$ cat src/rtl/demux_capture8.sv
// demux_capture8: routes single-bit beats into an N-bit word and hands the completed word off over valid/ready
module demux_capture8 #(
  parameter int N_OUT = 8,
  parameter int SEL_W = 3
) (
  input  logic             clk,
  input  logic             rst_n,
  input  logic             i_in_valid,
  output logic             o_in_ready,
  input  logic             i_in_bit,
  input  logic [SEL_W-1:0] i_sel,
  input  logic             i_auto_inc,
  input  logic             i_clear,
  output logic [N_OUT-1:0] o_out,
  output logic             o_out_valid,
  input  logic             i_out_ready,
  output logic [N_OUT-1:0] o_wr_mask,
  output logic             o_busy
);
  typedef enum logic [1:0] {IDLE, COLLECT, HOLD} state_t;
  state_t             r_state;
  logic [N_OUT-1:0]   r_buf;
  logic [N_OUT-1:0]   r_mask;
  logic [N_OUT-1:0]   r_out;
  logic               r_out_valid;
  logic [SEL_W-1:0]   r_ptr;
  logic               w_acc;
  logic [SEL_W-1:0]   w_pos;
  logic [N_OUT-1:0]   w_hot;
  logic [N_OUT-1:0]   w_buf_n;
  logic [N_OUT-1:0]   w_mask_n;
  // target position and the buffer/mask as they would look after this beat
  always_comb begin
    w_acc    = i_in_valid & o_in_ready;
    w_pos    = i_auto_inc ? r_ptr : i_sel;
    w_hot    = N_OUT'(1) << w_pos;
    w_buf_n  = (r_buf & ~w_hot) | ({N_OUT{i_in_bit}} & w_hot);
    w_mask_n = r_mask | w_hot;
  end
  // collection / hold state machine; a completing beat moves the word straight to the output
  always_ff @(posedge clk or negedge rst_n) begin
    if (!rst_n) begin
      r_state     <= IDLE;
      r_buf       <= '0;
      r_mask      <= '0;
      r_out       <= '0;
      r_out_valid <= 1'b0;
      r_ptr       <= '0;
    end else if (r_state == HOLD) begin
      if (i_out_ready) begin
        r_out_valid <= 1'b0;
        r_state     <= IDLE;
      end
    end else if (i_clear) begin
      r_buf   <= '0;
      r_mask  <= '0;
      r_ptr   <= '0;
      r_state <= IDLE;
    end else if (w_acc) begin
      if (&w_mask_n) begin
        r_out       <= w_buf_n;
        r_out_valid <= 1'b1;
        r_state     <= HOLD;
        r_buf       <= '0;
        r_mask      <= '0;
        r_ptr       <= '0;
      end else begin
        r_buf   <= w_buf_n;
        r_mask  <= w_mask_n;
        r_ptr   <= i_auto_inc ? r_ptr + SEL_W'(1) : r_ptr;
        r_state <= COLLECT;
      end
    end
  end
  assign o_in_ready  = r_state != HOLD;
  assign o_busy      = r_state != IDLE;
  assign o_out       = r_out;
  assign o_out_valid = r_out_valid;
  assign o_wr_mask   = r_mask;
endmodule

$ cat config.mk
export PLATFORM = sky130hd
export DESIGN_NAME = demux_capture8
export DESIGN_NICKNAME = d
export VERILOG_FILES = /design/src/rtl/demux_capture8.sv
export SDC_FILE = /design/constraint.sdc
export NUM_CORES = 1
export LEC_CHECK = 0
export BUFFER_PORTS_ARGS = -buffer_cell sky130_fd_sc_hd__buf_4
export CORE_ASPECT_RATIO = 1.75
export CORE_MARGIN = 2
export CORE_UTILIZATION = 60
export DETAILED_ROUTE_END_ITERATION = 16
export MAX_ROUTING_LAYER = met4
export PLACE_DENSITY = 0.94
export SLEW_MARGIN = 20
export SYNTH_ARGS = -nofsm -noshare
export SYNTH_HDL_FRONTEND = slang
export SYNTH_SLANG_ARGS = --single-unit
$ cat constraint.sdc
create_clock -name clk -period 7.19 [get_ports clk]
set_clock_uncertainty 0.2 [all_clocks]
set_input_delay 0.719 -clock clk [delete_from_list [all_inputs] [get_ports clk]]
set_output_delay 0.719 -clock clk [all_outputs]
set_load 0.01 [all_outputs]
# Word level (Yosys, flattened, before mapping)
# Cells that the tools add are included.
# word_totals
elab_cells,53
output_inout_bits,19
regBits,30
# op_classes
n_eq_ne,4
bitwise_logic,8
shifts,1
n_reduce_logical,12
muxes,21
n_addsub,1
# ops
op,count
two-way mux 8 bit,6
AND 8 bit,2
OR 8 bit,2
two-way mux 3 bit,5
AND reduction 11 bit,1
two-way mux 2 bit,5
inverter 8 bit,1
AND reduction 8 bit,1
nonzero test 2 bit,4
<< shifter 1 x 3 -> 8 bit (first input constant),1
nonzero test 3 bit,2
two-way mux 1 bit,5
!= test 2 bit (second input constant),2
AND reduction 2 bit,2
AND reduction 4 bit,1
adder 3 x 1 -> 3 bit (second input constant),1
AND reduction 3 bit,1
== test 2 bit (second input constant),1
!= test 2 x 1 -> 1 bit (second input constant),1
inverter 1 bit,2
AND 1 bit,1

# Longest topological paths before layout
# depth
ltp_word,8
ltp_mapped,7
mapped_depth_nobuf,6

# Least setup slack after synthesis
# OpenSTA, ideal clock, no wires.
# synth_path
path_kind,input to register
start,in i_auto_inc
end,reg r_out[0] (netlist: o_out[0])
setup_time_ns,0.125
path_buffers,2
path_stages,7
required_ns,6.865
arrival_ns,2.445
setup_slack_ns,4.420
path_cell_list,buf_4 > or2_1 > o221ai_1 > o2111ai_1 > or4_1 > buf_6 > mux2_4
# synth_via
elab_chain_cells,5
elab_cells_between_ends,8
cone_classes,1 x shift; 1 x mux; 5 x bitwise; 1 x reduce/logical
# synth_lines
item,line_no,text
from (decl),12,"input logic i_auto_inc,"
two-way mux 3 bit (*),35,w_pos = i_auto_inc ? r_ptr : i_sel;
<< shifter 1 x 3 -> 8 bit (*),36,w_hot = N_OUT'(1) << w_pos;
branches (longest 3 deep; another with AND reduction 11 bit),n/a,
to (signal assigned),61,r_out <= w_buf_n;
to (decl),24,logic [N_OUT-1:0] r_out;
# Every way passes the cells marked *.
# A chain may end at the register's enable or synchronous reset.

# Worst setup path after layout
# layout_path
start,in i_auto_inc
end,reg r_out[7] (netlist: o_out[7])
# The elaborated chain is that of the path after synthesis.

==> results_dict.tcl <==
set metrics [dict create \
    met2_usage_pct 46.70 \
    pwr-share-seq_pct 46.8 \
    tns_ps 0 \
    worstPathArrival_ps 3010 \
    post_cts_resized 0 \
    rsz0062_at_grt "no" \
    startpoint_type "input port" \
    grt_usage_pct 30.14 \
    cts.clk_slew.worst_paths_ps 60 \
    gp_congestion 0.8274 \
    report.final.slew_viol_count 0 \
    port_buffers 28 \
    yosysTopAreaCell "dfrtp_1" \
    ys_types 41 \
    crit_path_cell_trace "buf_4 -> nand2b_1 -> o32ai_2 -> o2111ai_1 -> or4_1 -> mux2_4" \
    avgSynthCellArea_um2 9.959 \
    hold_buffers 0 \
    r2r_cells 5 \
    seq_area_um2 750.7 \
    post_cts_buffers 0 \
    vias 1497 \
    power_leakage_nw 0.9601 \
    period_share_pct 42.25 \
    endpoint "o_out[7]$_DFFE_PN0P_" \
    netlist_instances 174 \
    grt_pass1_vias 1524 \
    synth_warnings 0 \
    criticalPathCategory "input port to flip-flop" \
    min_path_type "input port to async pin" \
    synthTopCellsByArea "dfrtp_1, mux2_4, mux2i_1" \
    synth_edf_count 0 \
    grt_max_degree 31 \
    min_period_ps 3038 \
    grt-ovfl-total 0 \
    cts_sinks 30 \
    syn-cell-area_mm2 0.001733 \
    hold_viol 0 \
    cts_max_path_buffers 2 \
    wl_per_cell_um 18.61 \
    utilization_pct 74.57 \
    design.core.area_mm2 0.002721 \
    r2r_end "o_out[7]$_DFFE_PN0P_" \
    cts-root-buf "clkbuf_8" \
    finalSetupViolations 0 \
    drc_errors 0 \
    outcome "complete, no violations" \
    worst_slew_pin_slew_ps 1009 \
    pin_count 29 \
    power_density_mw_per_mm2 211.1 \
    multiInputGateArea_um2 895.9 \
    n_fill_cell 184 \
    internal-power_w 0.0002989 \
    maxCapViolations 0 \
    synthArstFlopShare_pct 100.0 \
    ant_nets 0 \
    rows 25 \
    reg2reg_slack_ps 4230 \
    slew_headroom_pct 32.52 \
    synth_ff_type "dfrtp_1" \
    pre_cts_ws_ps 3889 \
    die_x_um 44.63 \
    drt_iter0_drc 77 \
    synth_top_area_share_pct 43.32 \
    drt-pass1-iter-count 5 \
    end_kind "flip-flop" \
    r2r-start "r_ptr[2]$_DFFE_PN0P_" \
    hold_ws_ps 150.1 \
    critPathMaxStageDelay_ps 870 \
    hpwl_um 2958 \
    drive_gt1_share_pct 27.72 \
    grt_pass1_wl_um 7044 \
    pwr-share-clk_pct 31.6 \
    htreeDepth 2 \
    antenna_found_initial 0 \
    initial_core_util_pct 63.68 \
    syn_to_final_growth_pct 17.11 \
    gr-usage-met1_pct 32.70 \
    fmax_mhz 329.2 \
    path_max_fanout 16 \
    diodes 0 \
    vdd_drop_max_mv 0.1660 \
    switching_share_pct 30.24 \
    fin_ws_ps 4152 \
    power_switching_w 0.0001296 \
    wl_um 4261 \
    fp.dieH_um 75.10 \
    critPathLaunch "i_auto_inc" \
    clk_latency_ps 290 \
    pwr-share-comb_pct 21.6 \
    cp.required_ps 7160 \
    synth_seq_cells 30 \
    routed_via_density 6.537 \
    top_usage_layer "met2" \
    layout.nets 214 \
    dieArea_mm2 0.003351 \
    ys_seq_area_share_pct 43.32 \
    cts_tree "built" \
    met3_usage_pct 6.954 \
    synth_nets 185 \
    cts_made_buffers 5 \
    p_total_w 0.0004285 \
    slowest_stage "or4_1" \
]
[registers in the layout, summed over array words and instances (netlist names)]
signal	flops
o_wr_mask	8
o_out_valid	1
r_state	2
o_out	8
r_ptr	3
r_buf	8
[routing by layer]
metal  vias up  share of wire (%)
li1        677                  -
met1       728                 36
met2        75                 53
met3        17                7.5
met4         0                3.9
met5         -                  0
[worst max-delay path, delay by kind of cell]
kind,cells,cell delay [ps]
AO/OA/AOI/OAI,2,620
multiplexers,1,400
AND/OR/NAND/NOR,2,1100
buffers and inverters,1,160
[stage by stage]
stage	instance area, µm²	instances
after global placement	1947	223
after floorplan	1733	174
final	2029	229
after global routing	2029	229
after CTS	2029	229
after detailed placement	1947	223
[cell usage in the layout (no fill, tap or decap), types with 2 or more instances in the layout]
cell type and count:
nor2b_1 3, o22ai_1 3, a21oi_1 17, mux2_4 8
nand2b_1 5, mux2_1 2, o221ai_1 3, o2bb2ai_1 2
nor3_1 2, o21ai_1 12, nor4bb_1 2, nor4b_1 2
dfrtp_1 30, mux2i_1 9, inv_1 11, buf_4 30
nor2_1 10, clkbuf_8 6, o21ai_0 3, mux2_2 6
nand2_1 18
[kinds of logic (layout without fill, tap and decap cells)]
kind of cell,after synthesis,after routing,share of synthesized area (%)
AO/OA/AOI/OAI,47,47,16.97
multiplexers,25,25,17.33
buffers and inverters,19,47,4.982
AND/OR/NAND/NOR,52,52,16.68
adder cells (fa/ha/maj),1,1,0.7219
flip-flops,30,30,43.32
[Yosys cell counts (all sizes together), types with 2 or more instances]
cell	number
dfrtp	30
nand2	18
a21oi	17
mux2	16
o21ai	15
inv	11
nor2	10
mux2i	9
buf	5
nand2b	5
clkbuf	3
nor2b	3
nor4b	3
o221ai	3
o22ai	3
and2	2
nor3	2
nor4bb	2
o2bb2ai	2
or2	2
[cell type report]
cell class | count | area share (%)
clock buffer | 6 | 4.069
inverter | 11 | 2.035
multi-input combinational | 125 | 44.14
sequential | 30 | 36.99
tap | 27 | 1.665
timing repair buffer | 30 | 11.10
[how the worst min path moves through the flow]
stage                                        from                       end  cells after the start
after floorplan                             rst_n      o_out[0]$_DFFE_PN0P_                      0
after detailed placement  o_out_valid$_DFFE_PN0P_   o_out_valid$_DFFE_PN0P_                      2
after CTS                                   rst_n  o_wr_mask[1]$_DFFE_PN0P_                      1
final                                       rst_n      r_ptr[1]$_DFFE_PN0P_                      1
after global routing                        rst_n      r_ptr[1]$_DFFE_PN0P_                      1
after global placement    o_out_valid$_DFFE_PN0P_   o_out_valid$_DFFE_PN0P_                      2
[power by group through the flow]
stage | clock [W] | combinational (W) | sequential, W
2_1_floorplan | 0 | 0.0000600 | 0.000198
3_3_place_gp | 0 | 0.0000870 | 0.000201
3_5_place_dp | 0 | 0.0000914 | 0.000203
4_1_cts | 0.000136 | 0.0000927 | 0.000200
5_1_grt | 0.000142 | 0.000103 | 0.000202
6_report | 0.000135 | 0.0000927 | 0.000201
Power figures use the tool's default switching activity.
